<file path="config.mk">
export PLATFORM = sky130hd
export DESIGN_NAME = vedic_mul_pipe
export DESIGN_NICKNAME = d
export VERILOG_FILES = /design/src/rtl/vedic_pkg.sv /design/src/rtl/vedic_tile4.sv /design/src/rtl/vedic_mul_pipe.sv
export SDC_FILE = /design/constraint.sdc
export NUM_CORES = 1
export LEC_CHECK = 0
export CAP_MARGIN = 20
export CORE_UTILIZATION = 35
export CTS_BUF_LIST = sky130_fd_sc_hd__clkbuf_2
export CTS_CLUSTER_DIAMETER = 200
export DETAILED_ROUTE_END_ITERATION = 12
export SYNTH_ARGS = -nofsm -noshare
export SYNTH_HDL_FRONTEND = slang
export SYNTH_SLANG_ARGS = --single-unit
</file>
<file path="constraint.sdc">
create_clock -name clk -period 4.4 [get_ports clk]
set_input_delay 0.44 -clock clk [delete_from_list [all_inputs] [get_ports clk]]
set_output_delay 0.44 -clock clk [all_outputs]
set_load 0.01 [all_outputs]
</file>
<file path="src/rtl/vedic_pkg.sv">
// Shared constants, sideband type and latency helper for the Vedic multiplier family.
// No logic; imported by the multiplier, its tile and anything that needs its latency.
package vedic_pkg;

    localparam int VEDIC_TILE_W = 4;
    localparam int VEDIC_MIN_W  = 4;
    localparam int VEDIC_MAX_W  = 32;

    typedef struct packed {
        logic valid;
        logic neg;
    } vedic_side_t;

    // One tile stage plus one combine stage per doubling of the operand width.
    function automatic int vedic_lat(input int width);
        return 1 + $clog2(width / VEDIC_TILE_W);
    endfunction

endpackage

</file>
<file path="src/rtl/vedic_tile4.sv">
// 4x4 Urdhva-Tiryagbhyam cell: crosswise column sums, then a weighted add; latency 0.
// Purely combinational; it has no handshake and never stalls.
module vedic_tile4
    import vedic_pkg::*;
(
    input  logic [VEDIC_TILE_W-1:0]   a_i,
    input  logic [VEDIC_TILE_W-1:0]   b_i,
    output logic [2*VEDIC_TILE_W-1:0] p_o
);

    // Column n collects every bit product a[i]&b[j] with i+j == n (at most 4 terms).
    logic [2*VEDIC_TILE_W-2:0][2:0] col;

    always_comb begin
        col = '0;
        for (int i = 0; i < VEDIC_TILE_W; i++) begin
            for (int j = 0; j < VEDIC_TILE_W; j++) begin
                col[i+j] = col[i+j] + {2'b00, a_i[i] & b_i[j]};
            end
        end
        p_o = '0;
        for (int k = 0; k < 2*VEDIC_TILE_W-1; k++) begin
            p_o = p_o + ({5'b00000, col[k]} << k);
        end
    end

endmodule

</file>
<file path="src/rtl/vedic_mul_pipe.sv">
// Pipelined signed/unsigned Vedic multiplier; latency 1 + log2(WIDTH/4), one product per cycle.
// A held output (out_valid && !out_ready) freezes every stage and drops in_ready the same cycle.
module vedic_mul_pipe
    import vedic_pkg::*;
#(
    parameter int WIDTH = 8
) (
    input  logic               clk,
    input  logic               rst_n,
    input  logic               in_valid,
    output logic               in_ready,
    input  logic [WIDTH-1:0]   a,
    input  logic [WIDTH-1:0]   b,
    input  logic               signed_i,
    output logic               out_valid,
    input  logic               out_ready,
    output logic [2*WIDTH-1:0] p
);

    localparam int LAT = vedic_lat(WIDTH);
    localparam int NT  = WIDTH / VEDIC_TILE_W;
    localparam int TPW = 2 * VEDIC_TILE_W;

    if (WIDTH < VEDIC_MIN_W || WIDTH > VEDIC_MAX_W || (WIDTH & (WIDTH - 1)) != 0) begin : g_bad_width
        $error("vedic_mul_pipe: WIDTH must be a power of two in 4..32");
    end

    logic             adv;
    logic [WIDTH-1:0] mag_a;
    logic [WIDTH-1:0] mag_b;
    logic             neg_new;
    logic [TPW-1:0]   tile_p [NT*NT];

    assign adv      = !out_valid || out_ready;
    assign in_ready = adv;

    // Magnitudes fit WIDTH bits even for the most negative operand.
    always_comb begin
        mag_a   = (signed_i && a[WIDTH-1]) ? -a : a;
        mag_b   = (signed_i && b[WIDTH-1]) ? -b : b;
        neg_new = signed_i & (a[WIDTH-1] ^ b[WIDTH-1]);
    end

    for (genvar i = 0; i < NT; i++) begin : g_tile_a
        for (genvar j = 0; j < NT; j++) begin : g_tile_b
            vedic_tile4 u_tile (
                .a_i (mag_a[VEDIC_TILE_W*i +: VEDIC_TILE_W]),
                .b_i (mag_b[VEDIC_TILE_W*j +: VEDIC_TILE_W]),
                .p_o (tile_p[i*NT + j])
            );
        end
    end

    // Level l holds N x N products of width PW, indexed [a_block * N + b_block].
    for (genvar l = 0; l < LAT; l++) begin : g_lvl
        localparam int N    = NT >> l;
        localparam int PW   = TPW << l;
        localparam bit LAST = (l == LAT - 1);

        logic [PW-1:0] mag    [N*N];
        logic [PW-1:0] prod_d [N*N];
        logic [PW-1:0] prod_q [N*N];
        logic          vld_in;
        logic          neg_in;

        if (l == 0) begin : g_src
            assign vld_in = in_valid;
            assign neg_in = neg_new;
            always_comb begin
                for (int t = 0; t < N*N; t++) begin
                    mag[t] = tile_p[t];
                end
            end
        end else begin : g_src
            localparam int K  = PW / 4;
            localparam int NP = 2 * N;

            logic [PW-1:0] ll, lh, hl, hh;

            assign vld_in = g_lvl[l-1].g_tag.side_q.valid;
            assign neg_in = g_lvl[l-1].g_tag.side_q.neg;

            always_comb begin
                ll = '0;
                lh = '0;
                hl = '0;
                hh = '0;
                for (int t = 0; t < N*N; t++) begin
                    mag[t] = '0;
                end
                for (int i = 0; i < N; i++) begin
                    for (int j = 0; j < N; j++) begin
                        ll = PW'(g_lvl[l-1].prod_q[(2*i)  *NP + 2*j]);
                        lh = PW'(g_lvl[l-1].prod_q[(2*i)  *NP + 2*j + 1]);
                        hl = PW'(g_lvl[l-1].prod_q[(2*i+1)*NP + 2*j]);
                        hh = PW'(g_lvl[l-1].prod_q[(2*i+1)*NP + 2*j + 1]);
                        mag[i*N + j] = (hh << (2*K)) + ((hl + lh) << K) + ll;
                    end
                end
            end
        end

        // Sign is applied ahead of the last register so p comes straight from a flop.
        always_comb begin
            for (int t = 0; t < N*N; t++) begin
                prod_d[t] = (LAST && neg_in) ? -mag[t] : mag[t];
            end
        end

        always_ff @(posedge clk or negedge rst_n) begin
            if (!rst_n) begin
                for (int t = 0; t < N*N; t++) begin
                    prod_q[t] <= '0;
                end
            end else if (adv) begin
                for (int t = 0; t < N*N; t++) begin
                    prod_q[t] <= prod_d[t];
                end
            end
        end

        if (LAST) begin : g_out
            logic vld_d, vld_q;

            always_comb begin
                vld_d = vld_in;
            end

            always_ff @(posedge clk or negedge rst_n) begin
                if (!rst_n) begin
                    vld_q <= 1'b0;
                end else if (adv) begin
                    vld_q <= vld_d;
                end
            end
        end else begin : g_tag
            vedic_side_t side_d, side_q;

            always_comb begin
                side_d       = '0;
                side_d.valid = vld_in;
                side_d.neg   = neg_in;
            end

            always_ff @(posedge clk or negedge rst_n) begin
                if (!rst_n) begin
                    side_q <= '0;
                end else if (adv) begin
                    side_q <= side_d;
                end
            end
        end
    end

    assign out_valid = g_lvl[LAT-1].g_out.vld_q;
    assign p         = g_lvl[LAT-1].prod_q[0];

endmodule

</file>
==> results.toml, run 1 <==
[finish]
design_area_mm2 = 0.00630
finalNetCount = 836
instances_no_fill = 882
multi_input_area_mm2 = 0.00367
syn_to_final_growth_pct = 18.3
seqCellArea_mm2 = 0.00128
drive_gt1_share_pct = 10.9
final_util_pct = 42.9
diodes = 0
nFillCells = 1460

[worst_setup_path]
worstPathArrival_ps = 4480
cp_max_fo = 4
end_kind = "flop"
crit_path_start_kind = "input port"
crit_type = "input port to flop"
crit_required_ps = 4760

[global_routing]
grt_pass1_vias = 4377
top_usage_layer = "met2"
grt_first_pass_wirelength_mm = 19.7
grt_max_degree = 55
grt_use_met1_pct = 19.4
grt_use_met2_pct = 27.5
use_met3_pct = 1.41
overflow = 0
grtUsageTotal_pct = 15.0
antenna_found_initial = 0

[pwr]
power_mw = 3.14
peakVddDrop_mv = 0.300
powerDensity_mw_per_mm2 = 498
p_leak_nw = 3.35

[floorplanning]
die_x_um = 125
num_io_pins = 39
core_mm2 = 0.0147
rows = 44
die_y_um = 125
dieArea_mm2 = 0.0157
start_util_pct = 36.3

[sta]
tns_ps = 0
rsz0062_at_grt = "no"
maxSlewViolCount = 0
fmax_ghz = 0.242
final.setup_skew_ps = 21.7
fin_hold_ws_ps = 381
hold_viol_final = 0
period_minus_slack_ps = 4130
timing.final.crit_share_pct = 93.8
setup_viol = 0
worst_pin_slew_ps = 667
fin_ws_ps = 275
relSlewSlack_pct = 54.4

[synth]
seq_area_frac_synth_pct = 23.9
yosysUniqueCellTypes = 45
syn_area_mm2 = 0.00533
synthFlopType = "dfrtp_1"
ys_async_sr_fraction_pct = 100
syn-num-nets = 753
synth_warnings = 0
postSynthCellCount = 616
synth.avg_cell_area_um2 = 8.65
synth_edf_count = 0
synth_seq_cells = 51

[flow_run]
max-cap-violations = 0

[status]
status = "finished, violations left"
violations = "design-rule violations"

[clock_network]
clockRootBuffer = "clkbuf_2"
clockBufferDepth = 2
numCtsBuffers = 5
htreeDepth = 2
clk_pin_slew_ps = 260
insertion_delay_ps = 440
cts_tree = "built"
clkSinkCount = 51

[place]
dp_slack_ps = -378
place_hpwl_mm = 9.07
gp_congestion = 0.822
dp.cells = 874
place_area_mm2 = 0.00623
portBuffers = 38

[drt]
wl_per_cell_um = 12.3
viasPerCell = 4.70
drcViolationCount = 4
first_pass_iters = 11
ant_nets = 0
vias = 4147
drtIter0Drc = 196
routed_wirelength_mm = 10.9

[worst_hold_path]
min_path_type = "input port to async pin"
[cells by family after synthesis]
family | Yosys count | synth area share, %
xor+xnor | 51 | 8.38
mux | 4 | 0.775
compound gates | 102 | 11.6
buf+inv | 100 | 7.47
simple gates | 192 | 16.3
flops | 51 | 23.9
fa+ha+maj | 116 | 31.5
[flip-flops by register name, indices dropped and copies added (netlist names)]
register           cells
g_lvl.prod_q          32
g_lvl.neg_in           1
p                     16
g_lvl.g_out.vld_d      1
out_valid              1
[path summary, 6_finish.rpt]
| path | cells after the start | slack (ps) | to | from |
|---|---|---|---|---|
| setup / recovery | 19 | 270 | g_lvl[0].prod_q[7] | a[3] |
| hold / removal | 2 | 380 | p[9] | rst_n |
| setup reg to reg | 14 | 770 | p[14] | g_lvl[0].prod_q[8] |
| hold reg to reg | 2 | 500 | g_lvl[1].g_out.vld_d | g_lvl[1].g_out.vld_d |
| max in group asynchronous | 3 | 3500 | g_lvl[0].prod_q[20] | rst_n |
| min in group clk | 2 | 500 | g_lvl[1].g_out.vld_d | g_lvl[1].g_out.vld_d |
[synth_stat cells (2+ instances only)]
cell type / count / area (um^2)
a21o_1: 12 / 90.1
a21oi_1: 32 / 160
a31oi_1: 3 / 18.8
a41oi_1: 2 / 17.5
and2_1: 2 / 12.5
and3_1: 2 / 12.5
buf_6: 3 / 33.8
clkbuf_1: 9 / 33.8
dfrtp_1: 51 / 1280
fa_1: 30 / 601
ha_1: 86 / 1080
inv_1: 87 / 327
mux2i_1: 3 / 30.0
nand2_1: 75 / 282
nand2b_1: 11 / 68.8
nand3_1: 6 / 30.0
nor2_1: 68 / 255
nor2b_1: 2 / 12.5
nor3_1: 4 / 20.0
o21a_1: 2 / 15.0
o21ai_0: 31 / 155
o21bai_1: 3 / 22.5
o31ai_1: 8 / 60.1
or2_2: 9 / 56.3
or3_1: 6 / 37.5
xnor2_1: 24 / 210
xor2_1: 27 / 236
[metal layers]
| layer | wire length, um | part of all wire, % |
|---|---|---|
| met5 | 0 | 0 |
| met4 | 95 | 0.87 |
| met3 | 248 | 2.3 |
| met2 | 5230 | 48 |
| met1 | 5310 | 49 |
[worst max-delay path: stages]
cell and delay [ps]:
clkdlybuf4s50_1 410, or3_1 390, o311ai_1 240, buf_4 180, xor2_2 200, nor2_1 70
ha_1 290, inv_1 50, fa_1 380, inv_1 60, ha_1 110, inv_1 50
fa_1 520, inv_1 70, fa_1 430, a21o_1 160, a21oi_1 180, xor2_1 170
o21ai_0 90
[repair_timing]
action                                 4_1_cts  5_1_grt
setup buffers                                0        0
setup endpoints to repair                    0        3
gates resized for setup                      0        2
hold buffers                                 0        1
endpoints found under the hold margin        0       13
[power by group]
| part | switching (mW) | internal [mW] |
|---|---|---|
| clock network | 0.149 | 0.0328 |
| logic | 1.18 | 1.03 |
| registers | 0.107 | 0.633 |
[area by class of cell]
class	count	area share (%)
clock inverter	1	0.119
sequential	51	20.2
timing repair buffer	88	12.1
multi-input combinational	465	58.2
tap	184	3.65
clock buffer	5	0.397
inverter	88	5.24
[cells in the final DEF, fill, tap and decap left out, types with 2 or more instances in the layout]
master,n
ha_1,86
xnor2_1,24
nand2_1,75
nor3_1,4
nor2_1,68
o21a_1,2
mux2i_1,3
a21o_1,12
a21oi_1,32
and2_1,2
dfrtp_1,51
clkdlybuf4s50_1,37
xor2_1,26
clkbuf_2,5
nand2b_1,11
or3_1,6
nor2b_4,2
nand3_1,6
a31oi_1,3
buf_4,48
o31ai_1,8
inv_1,87
or2_2,9
a41oi_1,2
and3_1,2
o21ai_0,31
o21bai_1,3
fa_1,30
No activity file was read; power rests on OpenSTA's default activity.
==> run 2: changes to the inputs <==
Clock period 4.4 ns to 4.2 ns, I/O delays scaled along.
==> results.toml, run 2 (synthesis results as in run 1) <==
[worst_setup_path]
r2r_end = "p[14]"
cp_max_fo = 4
rr_startpoint = "g_lvl[0].prod_q[8]"
reg2reg_depth = 14
r2r_slack_ps = 560
crit_required_ps = 4540
worstPathArrival_ps = 4400
end_kind = "flop"
crit_type = "input port to flop"
crit_path_start_kind = "input port"

[floorplanning]
die_x_um = 125
rows = 44
dieArea_mm2 = 0.0157
start_util_pct = 36.3
die_y_um = 125
num_io_pins = 39
core_mm2 = 0.0147

[sta]
final.setup_skew_ps = 5.20
timing.final.crit_share_pct = 96.6
fmax_ghz = 0.246
fin_ws_ps = 142
rsz0062_at_grt = "no"
period_minus_slack_ps = 4060
hold_viol_final = 0
worst_pin_slew_ps = 627
maxSlewViolCount = 0
setup_viol = 0
relSlewSlack_pct = 57.1

[drt]
ant_nets = 0
wl_per_cell_um = 12.3
viasPerCell = 4.70
vias = 4237
drcViolationCount = 6
drtIter0Drc = 95
routed_wirelength_mm = 11.1
first_pass_iters = 11

[global_routing]
grt_max_degree = 54
grt_first_pass_wirelength_mm = 19.5
overflow = 0
grt_pass1_vias = 4298
antenna_found_initial = 0
grtUsageTotal_pct = 14.9

[finish]
seqCellArea_mm2 = 0.00128
layout_common_cells = "inv_1, ha_1, nand2_1, nor2_1, buf_4"
drive_gt1_share_pct = 13.8
diodes = 0
syn_to_final_growth_pct = 21.2
finalNetCount = 854
top_register = "g_lvl.prod_q"
largest_reg_flops = 32
multi_input_area_mm2 = 0.00369
design_area_mm2 = 0.00646
layout_commonest_cell = "inv_1"
nFillCells = 1448

[flow_run]
max-cap-violations = 0

[pwr]
p_leak_nw = 3.45
powerDensity_mw_per_mm2 = 515
peakVddDrop_mv = 0.358

[clock_network]
htreeDepth = 2
cts_tree = "built"
clk_pin_slew_ps = 250
clockRootBuffer = "clkbuf_2"
clockBufferDepth = 2
insertion_delay_ps = 440
numCtsBuffers = 5
clkSinkCount = 51

[place]
gp_congestion = 0.875
place_area_mm2 = 0.00638
dp_slack_ps = -495
portBuffers = 38
place_hpwl_mm = 9.13

[worst_hold_path]
min_path_type = "input port to async pin"

[status]
violations = "design-rule violations"
status = "finished, violations left"
run 2: repair_timing:
item                                    in CTS  in global routing
resized for setup                            0                  5
hold buffers                                 0                  0
setup buffers                                0                  0
endpoints found under the setup margin       0                  4
run 2: metrics by stage:
step                hold WS [ps]  power (mW)  utilization [%]  instances  TNS, ps
floorplan                    124        2.51                -        616        0
global placement             443        3.07             43.4        894    -2840
detailed placement           465        3.13             43.4        894    -3560
CTS                         33.9        3.35             43.7        902        0
global route                44.8        3.69             43.9        902        0
finish                      31.7        3.33             43.9        902        0
run 2: layout make-up:
| class | instances | area share [%] |
|---|---|---|
| clock inverters | 2 | 0.194 |
| flip-flops and latches | 51 | 19.8 |
| repair buffers | 106 | 13.7 |
| well taps | 184 | 3.56 |
| multi-input cells | 465 | 57.2 |
| clock buffers | 6 | 0.465 |
| inverters | 88 | 5.11 |
run 2: routing by layer:
metal / global-route usage (%) / share of wire (%) / up-vias
met3: 1.33 / 1.9 / 12
met1: 19.5 / 49 / 1971
met5: 0 / 0 / -
met4: 3.23 / 1.1 / 0
met2: 26.8 / 48 / 59
li1: - / - / 2195
run 2: worst max-delay path: stages:
cell	delay, ps
clkdlybuf4s50_1	420
or3_4	430
o311ai_4	350
xor2_2	260
nor2_1	70
ha_1	280
inv_1	50
fa_1	380
inv_1	60
ha_1	110
inv_1	50
fa_1	490
inv_1	70
fa_2	390
a21o_1	160
a21oi_1	160
xor2_1	160
o21ai_0	80
run 2: how the worst max path moves through the flow:
stage	startpoint	to	slack [ps]	cells past startpoint
after floorplan	a[3]	g_lvl[0].prod_q[7]	30	17
after global placement	a[3]	g_lvl[0].prod_q[7]	-430	18
after detailed placement	a[3]	g_lvl[0].prod_q[7]	-490	18
after CTS	a[3]	g_lvl[0].prod_q[7]	20	18
after global routing	a[3]	g_lvl[0].prod_q[7]	10	18
final	a[3]	g_lvl[0].prod_q[7]	140	18
run 2: power breakdown:
part / leakage (nW) / internal [mW] / switching (mW)
logic: 2.79 / 1.10 / 1.25
clock network: 0.0306 / 0.0431 / 0.159
registers: 0.629 / 0.663 / 0.107
